==> src/rtl/spi_bus_arbiter.sv <==
// Two-port SPI bus arbiter: round-robin grant with guard gaps,
// registered mux outputs and a hold watchdog.
module spi_bus_arbiter #(
  parameter logic        CK_IDLE      = 1'b0,
  parameter int unsigned GUARD_CYCLES = 4,
  parameter int unsigned MAX_HOLD     = 0
) (
  input  logic i_clk,
  input  logic i_rst_n,
  input  logic i_req0,
  input  logic i_req1,
  input  logic i_spi_ck0,
  input  logic i_spi_ck1,
  input  logic i_spi_mosi0,
  input  logic i_spi_mosi1,
  output logic o_grant0,
  output logic o_grant1,
  output logic o_sel,
  output logic o_spi_ck,
  output logic o_spi_mosi,
  output logic o_busy,
  output logic o_timeout
);

  typedef enum logic [1:0] {
    S_IDLE,
    S_SWITCH,
    S_GRANT,
    S_GUARD
  } state_t;

  localparam logic [7:0]  GUARD_LD = 8'(GUARD_CYCLES);
  localparam logic [23:0] HOLD_LIM = 24'(MAX_HOLD - 1);
  localparam logic        WD_EN    = (MAX_HOLD != 0);

  state_t      r_state;
  logic        r_sel;
  logic        r_last;
  logic [1:0]  r_lock;
  logic [7:0]  r_gcnt;
  logic [23:0] r_hcnt;
  logic        r_grant0;
  logic        r_grant1;
  logic        r_ck;
  logic        r_mosi;
  logic        r_busy;
  logic        r_to;

  state_t      w_state_n;
  logic        w_sel_n;
  logic        w_last_n;
  logic [1:0]  w_lock_n;
  logic [7:0]  w_gcnt_n;
  logic [23:0] w_hcnt_n;
  logic        w_to_n;
  logic [1:0]  w_req;
  logic [1:0]  w_elig;
  logic        w_win;
  logic        w_req_sel;
  logic        w_gnt_n;
  logic        w_ck_n;
  logic        w_mosi_n;

  assign w_req     = {i_req1, i_req0};
  assign w_elig    = w_req & ~r_lock;
  assign w_req_sel = r_sel ? i_req1 : i_req0;
  // On a tie the port that did not own the bus last wins.
  assign w_win     = (w_elig == 2'b11) ? ~r_last : w_elig[1];

  always_comb begin
    w_state_n = r_state;
    w_sel_n   = r_sel;
    w_last_n  = r_last;
    w_lock_n  = r_lock & w_req;
    w_gcnt_n  = r_gcnt;
    w_hcnt_n  = r_hcnt;
    w_to_n    = 1'b0;
    case (r_state)
      S_IDLE: begin
        if (|w_elig) begin
          if (w_win == r_sel) begin
            w_state_n = S_GRANT;
            w_hcnt_n  = '0;
          end else begin
            w_sel_n   = w_win;
            w_gcnt_n  = GUARD_LD;
            w_state_n = S_SWITCH;
          end
        end
      end
      S_SWITCH: begin
        if (r_gcnt <= 8'd1) begin
          w_state_n = S_GRANT;
          w_hcnt_n  = '0;
        end else begin
          w_gcnt_n = r_gcnt - 8'd1;
        end
      end
      S_GRANT: begin
        if (!w_req_sel) begin
          w_last_n  = r_sel;
          w_gcnt_n  = GUARD_LD;
          w_state_n = S_GUARD;
        end else if (WD_EN && (r_hcnt == HOLD_LIM)) begin
          w_to_n          = 1'b1;
          w_lock_n[r_sel] = 1'b1;
          w_last_n        = r_sel;
          w_gcnt_n        = GUARD_LD;
          w_state_n       = S_GUARD;
        end else if (r_hcnt != '1) begin
          w_hcnt_n = r_hcnt + 24'd1;
        end
      end
      S_GUARD: begin
        if (r_gcnt <= 8'd1) begin
          w_state_n = S_IDLE;
        end else begin
          w_gcnt_n = r_gcnt - 8'd1;
        end
      end
      default: w_state_n = S_IDLE;
    endcase
  end

  // Mux follows the next state so the bus parks on the same edge
  // the grant drops.
  always_comb begin
    w_gnt_n  = (w_state_n == S_GRANT);
    w_ck_n   = CK_IDLE;
    w_mosi_n = 1'b0;
    if (w_gnt_n) begin
      w_ck_n   = w_sel_n ? i_spi_ck1 : i_spi_ck0;
      w_mosi_n = w_sel_n ? i_spi_mosi1 : i_spi_mosi0;
    end
  end

  always_ff @(posedge i_clk) begin
    if (!i_rst_n) begin
      r_state  <= S_IDLE;
      r_sel    <= 1'b0;
      r_last   <= 1'b1;
      r_lock   <= 2'b00;
      r_gcnt   <= '0;
      r_hcnt   <= '0;
      r_grant0 <= 1'b0;
      r_grant1 <= 1'b0;
      r_ck     <= CK_IDLE;
      r_mosi   <= 1'b0;
      r_busy   <= 1'b0;
      r_to     <= 1'b0;
    end else begin
      r_state  <= w_state_n;
      r_sel    <= w_sel_n;
      r_last   <= w_last_n;
      r_lock   <= w_lock_n;
      r_gcnt   <= w_gcnt_n;
      r_hcnt   <= w_hcnt_n;
      r_grant0 <= w_gnt_n & ~w_sel_n;
      r_grant1 <= w_gnt_n & w_sel_n;
      r_ck     <= w_ck_n;
      r_mosi   <= w_mosi_n;
      r_busy   <= (w_state_n != S_IDLE);
      r_to     <= w_to_n;
    end
  end

  assign o_grant0   = r_grant0;
  assign o_grant1   = r_grant1;
  assign o_sel      = r_sel;
  assign o_spi_ck   = r_ck;
  assign o_spi_mosi = r_mosi;
  assign o_busy     = r_busy;
  assign o_timeout  = r_to;

endmodule

==> config.mk <==
export PLATFORM = sky130hd
export DESIGN_NAME = spi_bus_arbiter
export DESIGN_NICKNAME = d
export VERILOG_FILES = /design/src/rtl/spi_bus_arbiter.sv
export SDC_FILE = /design/constraint.sdc
export NUM_CORES = 1
export LEC_CHECK = 0
export CORE_ASPECT_RATIO = 0.75
export CORE_MARGIN = 4
export CORE_UTILIZATION = 45
export CTS_CLUSTER_SIZE = 8
export DETAILED_ROUTE_END_ITERATION = 8
export HOLD_SLACK_MARGIN = 0.03
export PLACE_DENSITY = 0.68
export SLEW_MARGIN = 20
export SYNTH_ARGS = -nofsm -noshare
export SYNTH_HDL_FRONTEND = slang
export SYNTH_SLANG_ARGS = --single-unit
export TNS_END_PERCENT = 5
==> constraint.sdc <==
create_clock -name i_clk -period 2.33 [get_ports i_clk]
set_clock_uncertainty 0.1 [all_clocks]
set_input_delay 0.233 -clock i_clk [delete_from_list [all_inputs] [get_ports i_clk]]
set_output_delay 0.233 -clock i_clk [all_outputs]
set_load 0.02 [all_outputs]
# After elaboration in Yosys (flattened, before gate mapping)
# Cells that the tools add are included.
[classes]
addsub = 1
n_lt_le_gt_ge = 1
reduce_logical = 7
bitwise = 8
muxes = 18
eq_ne = 10
[ops]
columns = ["op", "count"]
rows = [
  ["$mux W8", 4],
  ["$pmux W8 S3", 1],
  ["$mux W2", 5],
  ["$eq A2 B2 Y1 const B", 4],
  ["$le A8 B1 Y1 const B", 1],
  ["$ne A2 B2 Y1 const B", 4],
  ["$pmux W2 S4", 1],
  ["$sub A8 B1 Y8 const B", 1],
  ["$mux W1", 7],
  ["$and A2 B2 Y2", 2],
  ["$reduce_and A2 Y1", 2],
  ["$reduce_and A4 Y1", 1],
  ["$reduce_or A2 Y1", 2],
  ["$not A1 Y1", 3],
  ["$and A1 B1 Y1", 2],
  ["$eq A2 B1 Y1 const B", 1],
  ["$logic_not A2 Y1", 1],
  ["$not A2 Y2", 1],
  ["$reduce_bool A2 Y1", 1],
  ["$eq A1 B1 Y1", 1],
]
[totals]
output_inout_bits = 7
ff_bits = 19

# Longest topological paths before layout
[depth]
depth_word = 10
ltp_mapped = 7

# Least setup slack after synthesis
# No wires, ideal clock.
[synth_path]
path_kind = "reg2reg"
startpoint = "register r_gcnt[0]"
endpoint = "register r_grant0 (netlist: o_grant0)"
period_less_slack_ns = 1.901
setup_time_ns = 0.137
required_ns = 2.093
n_path_buf = 1
t_arrival_ns = 1.664
path_slack_ns = 0.429
path_stages_with_launch = 8
cell_sequence = "dfxtp_1 -> inv_1 -> ha_1 -> or2_2 -> clkbuf_1 -> a311o_2 -> o2111ai_1 -> a211oi_1"
[synth_between]
elab_chain_len = 5
word_cells_on_any_way = 6
cone_classes = "1 x order compare; 1 x eq/ne; 3 x mux; 1 x bitwise"
[synth_rtl]
columns = ["element", "line", "text"]
rows = [
  ["from (decl)", "40", "logic [7:0] r_gcnt;"],
  ["from (signal assigned)", "156", "r_gcnt <= w_gcnt_n;"],
  ["$le A8 B1 Y1 (*)", "92, 115", ""],
  ["$mux W2 (on tied branches)", "115, 92", ""],
  ["$pmux W2 S4 (*)", "78", "case (r_state)"],
  ["$eq A2 B2 Y1 (*)", "128", "w_gnt_n = (w_state_n == S_GRANT);"],
  ["$and A1 B1 Y1 (*)", "158", "r_grant0 <= w_gnt_n & ~w_sel_n;"],
  ["to (signal assigned)", "158", ""],
  ["to (decl)", "42", "logic r_grant0;"],
]
# Every way passes the cells marked *; elsewhere a longest branch is shown, timed or not.
# A chain may end at the register's enable or synchronous reset.

# Worst setup path after layout
# Ends and elaborated chain as after synthesis.

==> flow_summary_export.csv <==
group,metric,value,unit
outcome,outcome,"complete, no violations",
synth,syn_area_per_cell,8.758,µm²
grt,grt_busiest_layer,"met2",
grt,grt_usage,16.12,%
pwr,p_int,0.8121,mW
timing,slew_headroom,65.98,%
timing,tns,0,ns
hold_path,worstHoldStart,"r_gcnt[0]",
floorplan,dieArea,3249,µm²
setup_path,worst_path_largest_cell_delay,0.42,ns
timing,fmax,491.0,MHz
timing,finalMaxSlewViolations,0,
timing,holdWs,0.4282,ns
clock_network,numClockSinks,19,
pwr,irDropWorstVdd,567.1,µV
pwr,power,1.455,mW
clock_network,clk_pin_slew,0.10,ns
clock_network,cts_setup_buffers,0,
pwr,p_leak,0.4609,nW
pwr,p_comb_share,51.7,%
timing,setup_viol,0,
hold_path,hp-class,"flop to flop",
setup_path,cp_slowest_cell,"dfxtp_1",
setup_path,crit_type,"flop to flop",
clock_network,cts_tree,"done",
placement,place_area,1206,µm²
grt,grt_pass1_wl,4140,µm
grt,use_met1,21.61,%
synth,ys_async_sr_fraction,0,%
timing,hold_viol_final,0,
timing,finalCritPeriodShare,87.41,%
synth,post-synth-top-area-cell,"dfxtp_1",
drt,drtIter0Drc,46,
drt,vias_per_cell,5.693,
synth,synth_warnings,0,
floorplan,fp-row-count,15,
grt,antenna_found_initial,0,
clock_network,ctsResizeCount,0,
drt,dr.pass1.iters,4,
setup_path,arrival,2.10,ns
synth,synthFlopType,"dfxtp_1",
grt,grt_overflow_total,0,
floorplan,initial_utilization,47.05,%
layout,final_area,1232,µm²
drt,wire_per_inst,14.46,µm
pwr,power_switching,0.6426,mW
clock_network,worstSkewPairLatency,0.29,ns
synth,yosys-top-cells-area,"dfxtp_1, a31oi_1, mux2i_1, a211oi_1, nand4_1",
setup_path,cp_max_fo,7,
floorplan,die_y,50.38,µm
synth,synth_enable_flop_cells,0,
synth,ys_seq_elements,19,
pwr,power.density,1180,nW/µm²
layout,antenna_cells,0,
job,cap_violations,0,
setup_path,crit_chain,"inv_1 -> ha_1 -> or2_2 -> a311o_2 -> o2111ai_1 -> a211oi_1",
layout,regArea,380.4,µm²
setup_path,reg2reg_from,"r_gcnt[0]",
synth,synth_cell_types,45,
timing,worst_slew_pin_slew,0.5098,ns
grt,grt_util_met3,5.817,%
layout,area_growth,14.40,%
clock_network,clockBufferDepth,2,
grt,grt_max_degree,16,
timing,period_needed,2.037,ns
floorplan,coreArea,2290,µm²
layout,drive_above_1_share,10.61,%
timing,rsz0062_at_grt,"no",
layout,nets,143,
pwr,p_clk_share,11.2,%
placement,gp_congestion,0.8663,
clock_network,htreeDepth,1,
synth,netlist_instances,123,
drt,totalWireLength,2400,µm
drt,drc,0,
placement,io_buffers,13,
floorplan,io_pins,15,
layout,fill_cells,239,
setup_path,crit_path_end_kind,"flop",
setup_path,startpoint_type,"flop",
grt,use_met2,24.49,%
synth,yosysTopAreaCellShare,35.31,%
pwr,p_seq_share,37.1,%
synth,yosysSeqAreaShare,35.31,%
setup_path,crit_required,2.40,ns
drt,vias,945,
synth,syn-num-nets,133,
placement,place_hpwl,1786,µm
setup_path,startpoint,"r_gcnt[0]",
layout,final_util,53.83,%
layout,multi_input_area,619.3,µm²
drt,ant_nets,0,
clock_network,cts_buffers,3,
pwr,swShare,44.18,%
synth,syn_area,1077,µm²
grt,grt_pass1_vias,888,
clock_network,cts_root_buf,"clkbuf_4",
clock_network,holdBufCountCts,0,
floorplan,die-width,64.50,µm
power groups by stage:
stage                     Combinational, mW  Sequential (mW)  Clock [mW]
after floorplan                       0.572            0.528           0
after global placement                0.727            0.543           0
after detailed placement              0.743            0.545           0
after CTS                             0.749            0.537       0.172
after global routing                  0.826            0.555       0.181
final                                 0.752            0.540       0.163
worst max-delay path: cells and delay by family, from the launching register on:
kind                       cells  cell delay, ns
adders and majority gates      1            0.25
and+or+nand+nor                1            0.36
buffers and inverters          1            0.06
DFF                            1            0.42
AOI/OAI and AO/OA              3            0.72
synth_stat cells (2+ instances only):
| library cell | n |
|---|---|
| dfxtp_1 | 19 |
| inv_1 | 9 |
| nor2_1 | 8 |
| a31oi_1 | 7 |
| a21oi_1 | 6 |
| nand4_1 | 6 |
| a211oi_1 | 5 |
| nand2_1 | 5 |
| and3_1 | 4 |
| clkbuf_1 | 4 |
| mux2i_1 | 4 |
| nor3_1 | 4 |
| nand3_1 | 3 |
| o21ai_0 | 3 |
| and2_1 | 2 |
| ha_1 | 2 |
| o32ai_1 | 2 |
| or2_2 | 2 |
| or4b_1 | 2 |
metrics by stage:
stage / cells / setup WS [ns]
floorplan: 123 / 0.4292
global placement: 162 / 0.1625
detailed placement: 162 / 0.1321
CTS: 166 / 0.2939
global route: 166 / 0.1629
finish: 166 / 0.2933
layout by cell type (no fill, tap or decap), types with 2 or more instances in the layout:
cell type / n
nor3_1: 4
nand2_1: 5
nand3_1: 3
a31oi_1: 7
or4b_1: 2
a211oi_1: 5
clkdlybuf4s50_1: 13
mux2i_1: 4
or2_2: 2
o32ai_1: 2
and3_1: 4
clkbuf_4: 3
ha_1: 2
o21ai_0: 3
a21oi_1: 6
dfxtp_1: 19
inv_1: 9
and2_1: 2
nor2_1: 8
nand4_1: 6
cell families (layout without fill, tap and decap cells):
kind of cell	after synthesis	count (layout)	share of synthesized area, %
compound gates	31	31	21.60
xor+xnor	1	1	0.8132
fa+ha+maj	2	2	2.323
buf+inv	17	26	7.200
flops	19	19	35.31
mux	4	4	3.717
other cells	1	1	0.3481
simple gates	48	48	28.69
layer usage:
| metal | wire length (µm) | up-vias |
|---|---|---|
| li1 | - | 474 |
| met1 | 1158 | 439 |
| met2 | 1059 | 30 |
| met3 | 160 | 2 |
| met4 | 21 | 0 |
| met5 | 0 | - |
layout make-up:
class / instances / share of cell area, %
Sequential cell: 19 / 30.86
Clock buffer: 4 / 2.132
Tap cell: 34 / 3.452
Inverter: 9 / 2.741
Timing Repair Buffer: 13 / 10.56
Multi-Input combinational cell: 87 / 50.25
final timing paths:
kind              slack [ns]        end  depth (start not counted)
setup / recovery        0.29   o_grant0                          6
setup reg to reg        0.29   o_grant0                          6
hold reg to reg         0.43  r_gcnt[0]                          1
hold / removal          0.43  r_gcnt[0]                          1
state kept, by name, indices dropped and copies added, names as in the netlist:
| name | cells |
|---|---|
| o_spi_mosi | 1 |
| r_lock | 2 |
| r_last | 1 |
| o_sel | 1 |
| o_spi_ck | 1 |
| r_state | 2 |
| o_grant1 | 1 |
| o_busy | 1 |
| o_grant0 | 1 |
| r_gcnt | 8 |
Power figures use the tool's default switching activity.
